### src/rtl/push_conditioner.sv
// Pushbutton front end: optional 2-flop synchroniser (PUSH_SYNC_EN), per-button
// debounce, rising-edge pulses, and a one-hot key encoder with multi-press flag.
module push_conditioner #(
  parameter int N_BTN     = 14,
  parameter int DB_CYCLES = 4,
  parameter int CODE_W    = 4
) (
  input  logic              clk,
  input  logic              reset,
  input  logic [N_BTN-1:0]  push_raw,
  output logic [N_BTN-1:0]  btn_level,
  output logic [N_BTN-1:0]  pulse,
  output logic              key_valid,
  output logic [CODE_W-1:0] key_code,
  output logic              multi_err
);

  localparam int              CNT_W    = $clog2(DB_CYCLES) + 1;
  localparam logic [CNT_W-1:0] CNT_LAST = CNT_W'(DB_CYCLES - 1);

  logic [N_BTN-1:0] samp;

`ifdef PUSH_SYNC_EN
  logic [N_BTN-1:0] sync1_q, sync2_q;

  always_ff @(posedge clk) begin
    if (reset) begin
      sync1_q <= '0;
      sync2_q <= '0;
    end else begin
      sync1_q <= push_raw;
      sync2_q <= sync1_q;
    end
  end

  assign samp = sync2_q;
`else
  assign samp = push_raw;
`endif

  // Debounce state: accepted level and run length of differing samples.
  logic [N_BTN-1:0] stable_q, stable_d;
  logic [CNT_W-1:0] cnt_q [N_BTN];
  logic [CNT_W-1:0] cnt_d [N_BTN];

  always_comb begin
    stable_d = stable_q;
    for (int i = 0; i < N_BTN; i++) begin
      cnt_d[i] = cnt_q[i];
      if (samp[i] == stable_q[i]) begin
        cnt_d[i] = '0;
      end else if (cnt_q[i] == CNT_LAST) begin
        stable_d[i] = samp[i];
        cnt_d[i]    = '0;
      end else begin
        cnt_d[i] = cnt_q[i] + 1'b1;
      end
    end
  end

  // Edge history lags stable by one cycle so the pulse lands the cycle after acceptance.
  logic [N_BTN-1:0] hist_q;
  logic [N_BTN-1:0] pulse_d;

  assign pulse_d = stable_q & ~hist_q;

  // Encoder: classify the next pulse vector as none / exactly one / several.
  logic              any_hit;
  logic              many_hit;
  logic [CODE_W-1:0] hit_idx;
  logic              key_valid_d;
  logic [CODE_W-1:0] key_code_d;

  always_comb begin
    any_hit  = 1'b0;
    many_hit = 1'b0;
    hit_idx  = '0;
    for (int i = 0; i < N_BTN; i++) begin
      if (pulse_d[i]) begin
        if (any_hit) many_hit = 1'b1;
        any_hit = 1'b1;
        hit_idx = CODE_W'(i);
      end
    end
    key_valid_d = any_hit & ~many_hit;
    key_code_d  = key_valid_d ? hit_idx : '0;
  end

  logic [N_BTN-1:0]  pulse_q;
  logic              key_valid_q;
  logic [CODE_W-1:0] key_code_q;
  logic              multi_err_q;

  always_ff @(posedge clk) begin
    if (reset) begin
      stable_q    <= '0;
      hist_q      <= '0;
      pulse_q     <= '0;
      key_valid_q <= 1'b0;
      key_code_q  <= '0;
      multi_err_q <= 1'b0;
      // NOTE: cnt_q is a bank of individual flops, not a RAM, so clearing every
      // entry in reset is legal and required to discard partial debounce counts.
      for (int i = 0; i < N_BTN; i++) cnt_q[i] <= '0;
    end else begin
      stable_q    <= stable_d;
      hist_q      <= stable_q;
      pulse_q     <= pulse_d;
      key_valid_q <= key_valid_d;
      key_code_q  <= key_code_d;
      multi_err_q <= many_hit;
      for (int i = 0; i < N_BTN; i++) cnt_q[i] <= cnt_d[i];
    end
  end

  assign btn_level = stable_q;
  assign pulse     = pulse_q;
  assign key_valid = key_valid_q;
  assign key_code  = key_code_q;
  assign multi_err = multi_err_q;

endmodule

### config.mk
export PLATFORM = sky130hd
export DESIGN_NAME = push_conditioner
export DESIGN_NICKNAME = d
export VERILOG_FILES = /design/src/rtl/push_conditioner.sv
export SDC_FILE = /design/constraint.sdc
export NUM_CORES = 1
export LEC_CHECK = 0
export ABC_AREA = 1
export CAP_MARGIN = 20
export CORE_UTILIZATION = 53
export DETAILED_ROUTE_END_ITERATION = 16
export GPL_ROUTABILITY_DRIVEN = 1
export GPL_TIMING_DRIVEN = 1
export PLACE_DENSITY_LB_ADDON = 0.1
export SLEW_MARGIN = 15
export SYNTH_ARGS = -nofsm -noshare
export SYNTH_HDL_FRONTEND = slang
export SYNTH_SLANG_ARGS = --single-unit
### constraint.sdc
create_clock -name clk -period 1.85 [get_ports clk]
set_clock_uncertainty 0.15 [all_clocks]
set_input_delay 0.555 -clock clk [delete_from_list [all_inputs] [get_ports clk]]
set_output_delay 0.555 -clock clk [all_outputs]
set_load 0.03 [all_outputs]
==> results.toml, run 1 <==
[finish]
flow.area_growth_from_synthesis_pct = 26.4
fillers = 502
multiInputGateArea_um2 = 1370
register_area_um2 = 1800
insertedDiodeCount = 0
nets = 511
final_layout_size_suffix_gt1_share_pct = 15.1

[global_route]
grt_remaining_overflow = 0
antenna_violations_before_repair = 0
largest_net_degree_at_the_start_of_global_routing = 29
grt_pass1_wl_mm = 9.71
via_count_of_the_first_global_routing_pass = 2321
global_route.usage.total_pct = 19.2

[worst_hold_path]
min-delay-path-class = "flop to flop"

[cts]
worst_setup_hold_path_clk_slew_ns = 0.08
clockBufferDepth = 2
clock-sinks = 90
clock-root-buffer = "clkbuf_8"
post_cts.repair.setup_buffers = 0
cts-htree-levels = 3
tritoncts = "built"
insertion_delay_ns = 0.35
cts_buffers = 9

[floorplan]
die_width_um = 82.5
ioPinCount = 50
rows = 28
die_area_um2 = 6810
core_area_um2 = 6100
chipHeight_um = 82.5
start_util_pct = 56.4

[flow_run]
drv_cap = 0

[place]
final_replace_weighted_congestion = 0.780
dp_worst_setup_slack_ns = 0.00344
port_buffers = 49
dp.final_hpwl_mm = 4.14

[drt]
vias_per_cell = 4.70
postRouteAntennaNets = 0
vias = 2562
finalWirelength_mm = 5.83
post-route-drc-count = 0
drt_pre_antenna_iters = 4
first_iter_violations = 73
drt-wirelength-per-cell_um = 10.7

[power]
power.total_uw = 3750
switching_share_pct = 21.4
seqPwrFrac_pct = 53.3
vdd_drop_max_v = 0.000575
power_switching_uw = 802
total_leakage_power_uw = 0.00208
power_frac_comb_pct = 7.0
share_clk_of_total_power_pct = 39.6
power.density_nw_per_um2 = 863
power.internal_uw = 2950

[critical_path]
crit_slowest_cell = "clkdlybuf4s15_1"
critPathMaxFanout = 3
worst_path_dominant_cell_family = "buffers and inverters"
worst_path_largest_cell_delay_ns = 0.38
critical_path_arrival_ns = 1.11
setup.worst_path.start_class = "flop"
setup.worst_path.end_class = "primary output"
timing.setup.critical_path_class = "flop to primary output"
critical_path_buf_inv_count = 1
crit_path_cell_trace = "clkdlybuf4s15_1"
required_ns = 1.14

[sta]
maxClockFrequency_ghz = 0.552
timing.final.max_slew_violations = 0
worst_slew_margin_relative_to_its_limit_pct = 79.7
setup_viol = 0
worst_slack_ns = 0.0395
fin_setup_tns_ns = 0
final.period_utilization_pct = 97.9
hold-worst-slack_ns = 0.274
timing_worst_slew_pin_value_ns = 0.306
grt_setup_unrepaired = "no"
timing.final.crit_period_ns = 1.81
timing_hold_violations_final = 0

[yosys]
post_synth_inst_count = 398
synth.distinct_cells = 25
netlist.top_cell.by_area = "dfxtp_1"
number_of_register_bits_inferred_by_synthesis = 90
most_frequent_cells_after_synthesis = "dfxtp_1, nor2_1, inv_1, a21oi_1, ha_1"
synth_fp_nets = 442
dominantRegCellSynth = "dfxtp_1"
yosysWarningCount = 0
mappedNetlistArea_um2 = 3440
async_flop_share_pct = 0
top_count_cell_post_synth = "dfxtp_1"
number_of_flops_mapped_to_enable_cells_by_yosys = 0
yosysTopAreaCellShare_pct = 52.4
synth_seq_area_share_pct = 52.4
post_synth.cell_area_avg_um2 = 8.64
ys_top_cells_by_area = "dfxtp_1, ha_1, nor2_1"

[outcome]
result_of_the_run = "completed"
-- power groups by stage --
| stage | registers, uW | clock network [uW] | logic [uW] |
|---|---|---|---|
| global placement | 2050 | 0 | 250 |
| CTS | 2000 | 1520 | 257 |
| floorplan | 2070 | 0 | 135 |
| finish | 2000 | 1490 | 263 |
| detailed placement | 2050 | 0 | 260 |
| global route | 2010 | 1590 | 302 |
-- placed cells by master (no fill, tap or decap), types with 9 or more instances in the layout --
cell	instances
dfxtp_1	88
nand2_1	21
clkdlybuf4s50_1	15
dlygate4sd2_1	23
nand2_2	9
a21oi_1	32
clkbuf_8	12
nor2_1	78
ha_1	28
o211ai_1	14
o21ai_0	16
inv_1	71
buf_4	19
-- layout make-up --
type | count | share of cell area, %
Sequential cell | 90 | 41.5
Multi-Input combinational cell | 227 | 31.6
Timing Repair Buffer | 63 | 12.9
Inverter | 76 | 6.62
Clock buffer | 12 | 3.80
Tap cell | 75 | 2.16
Clock inverter | 2 | 1.38
-- state kept, by name (all words and copies together), names as in the netlist --
| name | cells |
|---|---|
| cnt_q | 42 |
| btn_level | 14 |
| hist_q | 14 |
| pulse | 14 |
| key_code | 4 |
| key_valid | 1 |
| multi_err | 1 |
-- routing by layer --
layer  track usage, %  part of all wire, %  vias to the layer above
li1                 -                    -                     1385
met1             22.9                   48                     1128
met2             32.1                   47                       39
met3             4.29                  3.3                       10
met4             9.83                  2.1                        0
met5                0                    0                        -
-- cells by family after synthesis --
logic type	count (synthesis)	synth area share [%]
AOI/OAI and AO/OA	68	11.4
adders and majority gates	28	10.2
buffers and inverters	81	8.92
DFF	90	52.4
and+or+nand+nor	131	17.1
-- what timing repair did --
item                                    in CTS  in global routing
hold endpoints to repair                     0                  0
hold buffers                                 0                  0
endpoints found under the setup margin      28                  8
pin swaps                                    0                  5
resized for setup                           36                 13
-- metrics by stage --
step           util [%]  instances  instance area, um2
2_1_floorplan         -        398                3440
3_3_place_gp       67.4        531                4110
3_5_place_dp       67.4        531                4110
4_1_cts            70.6        545                4310
5_1_grt            71.3        545                4350
6_report           71.3        545                4350
-- worst paths after layout --
check	start	end	slack (ns)	cells after the start
worst max-delay path	btn_level[0]$_SDFFE_PP0P_	btn_level[0]	0.04	1
worst min-delay path	cnt_q[0][0]$_SDFF_PP0_	cnt_q[0][0]$_SDFF_PP0_	0.27	1
worst max register to register	btn_level[7]$_SDFFE_PP0P_	key_code[3]$_SDFF_PP0_	0.11	10
worst min register to register	cnt_q[0][0]$_SDFF_PP0_	cnt_q[0][0]$_SDFF_PP0_	0.27	1
No activity file was read; power rests on OpenSTA's default activity.
==> inputs of run 2 (changes only) <==
--- a/config.mk
+++ b/config.mk
@@ -7,11 +7,11 @@
 export LEC_CHECK = 0
 export ABC_AREA = 1
 export CAP_MARGIN = 20
-export CORE_UTILIZATION = 53
+export CORE_UTILIZATION = 57
 export DETAILED_ROUTE_END_ITERATION = 16
 export GPL_ROUTABILITY_DRIVEN = 1
 export GPL_TIMING_DRIVEN = 1
-export PLACE_DENSITY_LB_ADDON = 0.1
+export PLACE_DENSITY = 0.83
 export SLEW_MARGIN = 15
 export SYNTH_ARGS = -nofsm -noshare
 export SYNTH_HDL_FRONTEND = slang
==> constraint.sdc (replaced) <==
create_clock -name clk -period 2.1 [get_ports clk]
set_clock_uncertainty 0.15 [all_clocks]
set_input_delay 0.63 -clock clk [delete_from_list [all_inputs] [get_ports clk]]
set_output_delay 0.63 -clock clk [all_outputs]
set_load 0.03 [all_outputs]
==> run 2 against run 1 <==
Effect of this change: worst setup slack improved by 0.066 ns; combinational power decreased by 17%; sequential cell count unchanged; worst hold slack got worse by 0.0046 ns; sequential share of layout area increased by 0.72 points; die area decreased by 6.9%; final area decreased by 1.8%; power decreased by 15%; first-iteration DRC count increased by 97%; core utilization increased by 3.9 points; global-route usage increased by 1.5 points; non-clock buffer count decreased by 3; critical path type unchanged.
==> results.toml, run 2 (synthesis results as in run 1) <==
[outcome]
result_of_the_run = "completed"

[cts]
clock-root-buffer = "clkbuf_8"
tritoncts = "built"
insertion_delay_ns = 0.34
clock-sinks = 90
cts-htree-levels = 3
worst_setup_hold_path_clk_slew_ns = 0.08
clockBufferDepth = 2
cts_buffers = 9
cts.hold.buffers_added = 0

[sta]
final.period_utilization_pct = 95.0
setup_viol = 0
timing.final.max_slew_violations = 0
timing_worst_slew_pin_value_ns = 0.315
worst_slew_margin_relative_to_its_limit_pct = 78.9
fin_setup_tns_ns = 0
grt_setup_unrepaired = "no"
timing_hold_violations_final = 0
maxClockFrequency_ghz = 0.501
timing.final.crit_period_ns = 1.99

[place]
final_replace_weighted_congestion = 0.769
placed_cells_incl_taps = 525
dp.final_hpwl_mm = 4.41
port_buffers = 49

[drt]
first_iter_violations = 144
post-route-drc-count = 0
drt-wirelength-per-cell_um = 10.9
postRouteAntennaNets = 0
vias = 2623
finalWirelength_mm = 5.86
vias_per_cell = 4.86
drt_pre_antenna_iters = 4

[critical_path]
crit_slowest_cell = "dfxtp_1"
crit_path_cell_trace = "dlygate4sd2_1"
worst_path_dominant_cell_family = "flip-flops"
critical_path_arrival_ns = 1.21
worst_path_largest_cell_delay_ns = 0.44
critPathMaxFanout = 5
setup.worst_path.start_class = "flop"
r2r_start = "btn_level[2]$_SDFFE_PP0P_"
setup.worst_path.end_class = "primary output"
crit_startpoint = "btn_level[12]$_SDFFE_PP0P_"
timing.setup.critical_path_class = "flop to primary output"
critical_path_buf_inv_count = 1
required_ns = 1.32

[power]
seqPwrFrac_pct = 55.5
power.density_nw_per_um2 = 745
switching_share_pct = 21.3
total_leakage_power_uw = 0.00217
share_clk_of_total_power_pct = 37.6
power_frac_comb_pct = 6.9
power.internal_uw = 2500
power_switching_uw = 677
vdd_drop_max_v = 0.000456

[finish]
final_instance_count_without_filler_cells = 540
final_layout_size_suffix_gt1_share_pct = 10.9
insertedDiodeCount = 0
commonest_non_fill_non_tap_cell_in_the_layout = "dfxtp_1"
nets = 508
max_ffs_per_register = 42
max_flop_register = "cnt_q"
layout.cells.most_common_list = "dfxtp_1, nor2_1, inv_1"
flow.area_growth_from_synthesis_pct = 24.1

[floorplan]
rows = 27
die_area_um2 = 6350
core_area_um2 = 5680
ioPinCount = 50
start_util_pct = 60.6
die_width_um = 79.7
chipHeight_um = 79.7

[worst_hold_path]
min-delay-start = "cnt_q[0][21]$_SDFF_PP0_"
min-delay-path-class = "flop to flop"

[global_route]
grt_pass1_wl_mm = 10.0
grt_remaining_overflow = 0
global_route.usage.total_pct = 20.6
antenna_violations_before_repair = 0
via_count_of_the_first_global_routing_pass = 2436
largest_net_degree_at_the_start_of_global_routing = 29

[flow_run]
drv_cap = 0
-- run 2: cell types whose count changed in the layout (fill, tap and decap cells not counted), sizes merged --
| cell | before | now |
|---|---|---|
| clkbuf | 13 | 12 |
| dlymetal6s2s | 0 | 7 |
| clkinv | 4 | 5 |
| clkdlybuf4s18 | 1 | 0 |
| clkdlybuf4s15 | 3 | 0 |
| dlygate4sd2 | 23 | 27 |
| buf | 20 | 11 |
-- run 2: path summary, 6_finish.rpt --
| kind | endpoint | slack (ns) | depth (start not counted) |
|---|---|---|---|
| setup / recovery | btn_level[12] | 0.11 | 1 |
| hold / removal | cnt_q[0][21]$_SDFF_PP0_ | 0.27 | 1 |
| setup reg to reg | key_code[0]$_SDFF_PP0_ | 0.29 | 12 |
| hold reg to reg | cnt_q[0][21]$_SDFF_PP0_ | 0.27 | 1 |
-- run 2: final cells by class --
type                    count  area (um2)
fillers                   434        1410
well taps                  72        90.1
repair buffers             60         557
flip-flops and latches     90        1800
multi-input cells         227        1330
inverters                  76         288
clock inverters             3        65.1
clock buffers              12         135
-- run 2: per-stage QoR --
step	cell area, um2	setup slack, ns	hold WS, ns	total power [uW]	util [%]
floorplan	3440	0.376	0.249	1940	-
CTS	4250	0.00190	0.275	3210	74.9
global placement	4080	0.114	0.257	2020	71.9
global route	4270	0.0573	0.290	3310	75.2
detailed placement	4080	0.0768	0.263	2030	71.9
finish	4270	0.106	0.270	3180	75.2
-- run 2: per-layer routing --
metal | vias up | track usage (%) | wire length, um
li1 | 1381 | - | -
met1 | 1192 | 23.1 | 2640
met2 | 39 | 36.8 | 2920
met3 | 11 | 3.43 | 167
met4 | 0 | 11.5 | 127
met5 | - | 0 | 0
-- run 2: power by group through the flow --
stage / Clock [uW] / Combinational [uW] / Sequential (uW)
floorplan: 0 / 119 / 1820
global placement: 0 / 214 / 1800
detailed placement: 0 / 224 / 1800
finish: 1200 / 219 / 1760
global route: 1290 / 249 / 1770
CTS: 1220 / 221 / 1760
-- run 2: repair_timing --
item                                    4_1_cts  5_1_grt
gates cloned                                  0        0
buffers inserted                              0        0
endpoints found under the setup margin       27        7
gates resized for setup                      27        7
==> inputs of run 3 (changes only) <==
--- a/config.mk
+++ b/config.mk
@@ -11,8 +11,10 @@
 export DETAILED_ROUTE_END_ITERATION = 16
 export GPL_ROUTABILITY_DRIVEN = 1
 export GPL_TIMING_DRIVEN = 1
+export MAX_ROUTING_LAYER = met4
 export PLACE_DENSITY = 0.83
 export SLEW_MARGIN = 15
 export SYNTH_ARGS = -nofsm -noshare
 export SYNTH_HDL_FRONTEND = slang
 export SYNTH_SLANG_ARGS = --single-unit
+export TNS_END_PERCENT = 5
==> run 3 against run 2 <==
Effect of this change: count of clock-buffer cells in the layout is the same; first-iteration DRC count unchanged; register-to-register slack is essentially flat; core utilization unchanged; via count rose by 0.27%; sequential power hardly changed; worst hold slack hardly changed; final area unchanged; highest routed layer unchanged.
==> results.toml, run 3 (synthesis results as in run 1) <==
[outcome]
result_of_the_run = "completed"

[drt]
post-route-drc-count = 0
postRouteAntennaNets = 0
drt-wirelength-per-cell_um = 10.9
drt_pre_antenna_iters = 4
finalWirelength_mm = 5.86
first_iter_violations = 144
vias = 2630
vias_per_cell = 4.87

[finish]
insertedDiodeCount = 0
layout.cells.most_common_list = "dfxtp_1, nor2_1, inv_1"
flow.area_growth_from_synthesis_pct = 24.1
commonest_non_fill_non_tap_cell_in_the_layout = "dfxtp_1"
nets = 508
final_layout_size_suffix_gt1_share_pct = 10.9
fillers = 434
max_flop_register = "cnt_q"
max_ffs_per_register = 42

[floorplan]
die_width_um = 79.7
rows = 27
chipHeight_um = 79.7
die_area_um2 = 6350
core_area_um2 = 5680
start_util_pct = 60.6
ioPinCount = 50

[sta]
grt_setup_unrepaired = "no"
worst_slack_ns = 0.105
maxClockFrequency_ghz = 0.501
worst_slew_margin_relative_to_its_limit_pct = 78.9
timing_hold_violations_final = 0
final.period_utilization_pct = 95.0
timing_worst_slew_pin_value_ns = 0.315
timing.final.crit_period_ns = 1.99
fin_setup_tns_ns = 0
timing.final.max_slew_violations = 0
setup_viol = 0

[critical_path]
critical_path_buf_inv_count = 1
crit_slowest_cell = "dfxtp_1"
worst_path_largest_cell_delay_ns = 0.44
setup.worst_path.start_class = "flop"
worst_path_dominant_cell_family = "flip-flops"
critPathMaxFanout = 5
timing.setup.critical_path_class = "flop to primary output"
required_ns = 1.32
critical_path_arrival_ns = 1.21
crit_path_cell_trace = "dlygate4sd2_1"
setup.worst_path.end_class = "primary output"

[place]
final_replace_weighted_congestion = 0.779
dp.final_hpwl_mm = 4.41
port_buffers = 49
dp_worst_setup_slack_ns = 0.0768

[cts]
worst_setup_hold_path_clk_slew_ns = 0.08
cts-htree-levels = 3
cts_buffers = 9
cts.hold.buffers_added = 0
clockBufferDepth = 2
tritoncts = "built"
clock-sinks = 90
post_cts.repair.setup_buffers = 0
clock-root-buffer = "clkbuf_8"
insertion_delay_ns = 0.34

[global_route]
grt_remaining_overflow = 0
global_route.usage.total_pct = 21.2
grt_pass1_wl_mm = 10.0
largest_net_degree_at_the_start_of_global_routing = 29
antenna_violations_before_repair = 0
via_count_of_the_first_global_routing_pass = 2437

[power]
power.density_nw_per_um2 = 745
total_leakage_power_uw = 0.00217
vdd_drop_max_v = 0.000456

[flow_run]
drv_cap = 0

[worst_hold_path]
min-delay-path-class = "flop to flop"
[run 3: worst register-to-register path, cell delays in order (launching register included)]
cell and delay (ns):
dfxtp_1 0.32, buf_4 0.15, nand2_2 0.10, nand2_2 0.09, nor2_4 0.13, nand2_2 0.11, clkinv_2 0.08, nand3_1 0.07
nand2_1 0.08, nand2_1 0.06, nor2_2 0.14, nand3_2 0.13, a21oi_2 0.14
[run 3: where the power goes]
group	internal (uW)	total, uW	switching, uW
combinational	90.8	219	128
clock	664	1200	532
sequential	1750	1760	17.7
[run 3: through the flow]
step	hold slack [ns]	power [uW]	utilization (%)	cells	instance area (um2)
finish	0.270	3180	75.2	540	4270
global placement	0.257	2020	71.9	525	4080
CTS	0.275	3210	74.9	540	4250
global route	0.290	3310	75.2	540	4270
detailed placement	0.263	2030	71.9	525	4080
floorplan	0.249	1940	-	398	3440
[run 3: area by class of cell]
cell class / instances / area [um2] / share of cell area (%)
Sequential cell: 90 / 1800 / 42.2
Multi-Input combinational cell: 227 / 1330 / 31.2
Timing Repair Buffer: 60 / 557 / 13.0
Inverter: 76 / 288 / 6.74
Clock buffer: 12 / 135 / 3.17
Tap cell: 72 / 90.1 / 2.11
Clock inverter: 3 / 65.1 / 1.52
[run 3: path summary, 6_finish.rpt]
| kind | start | endpoint | slack [ns] | cells past startpoint |
|---|---|---|---|---|
| setup / recovery | btn_level[12]$_SDFFE_PP0P_ | btn_level[12] | 0.11 | 1 |
| hold / removal | cnt_q[0][21]$_SDFF_PP0_ | cnt_q[0][21]$_SDFF_PP0_ | 0.27 | 1 |
| setup reg to reg | btn_level[2]$_SDFFE_PP0P_ | key_code[0]$_SDFF_PP0_ | 0.29 | 12 |
| hold reg to reg | cnt_q[0][21]$_SDFF_PP0_ | cnt_q[0][21]$_SDFF_PP0_ | 0.27 | 1 |
[run 3: layer usage]
metal / up-vias / track usage (%) / routed length (um)
met5: - / - / 0
met4: 0 / 11.5 / 133
met3: 16 / 3.43 / 170
met2: 40 / 36.8 / 2920
met1: 1193 / 23.1 / 2640
li1: 1381 / - / -
[run 3: timing repair]
action	CTS	global route
setup endpoints to repair	27	7
pin swaps	0	0
gates resized for setup	27	7
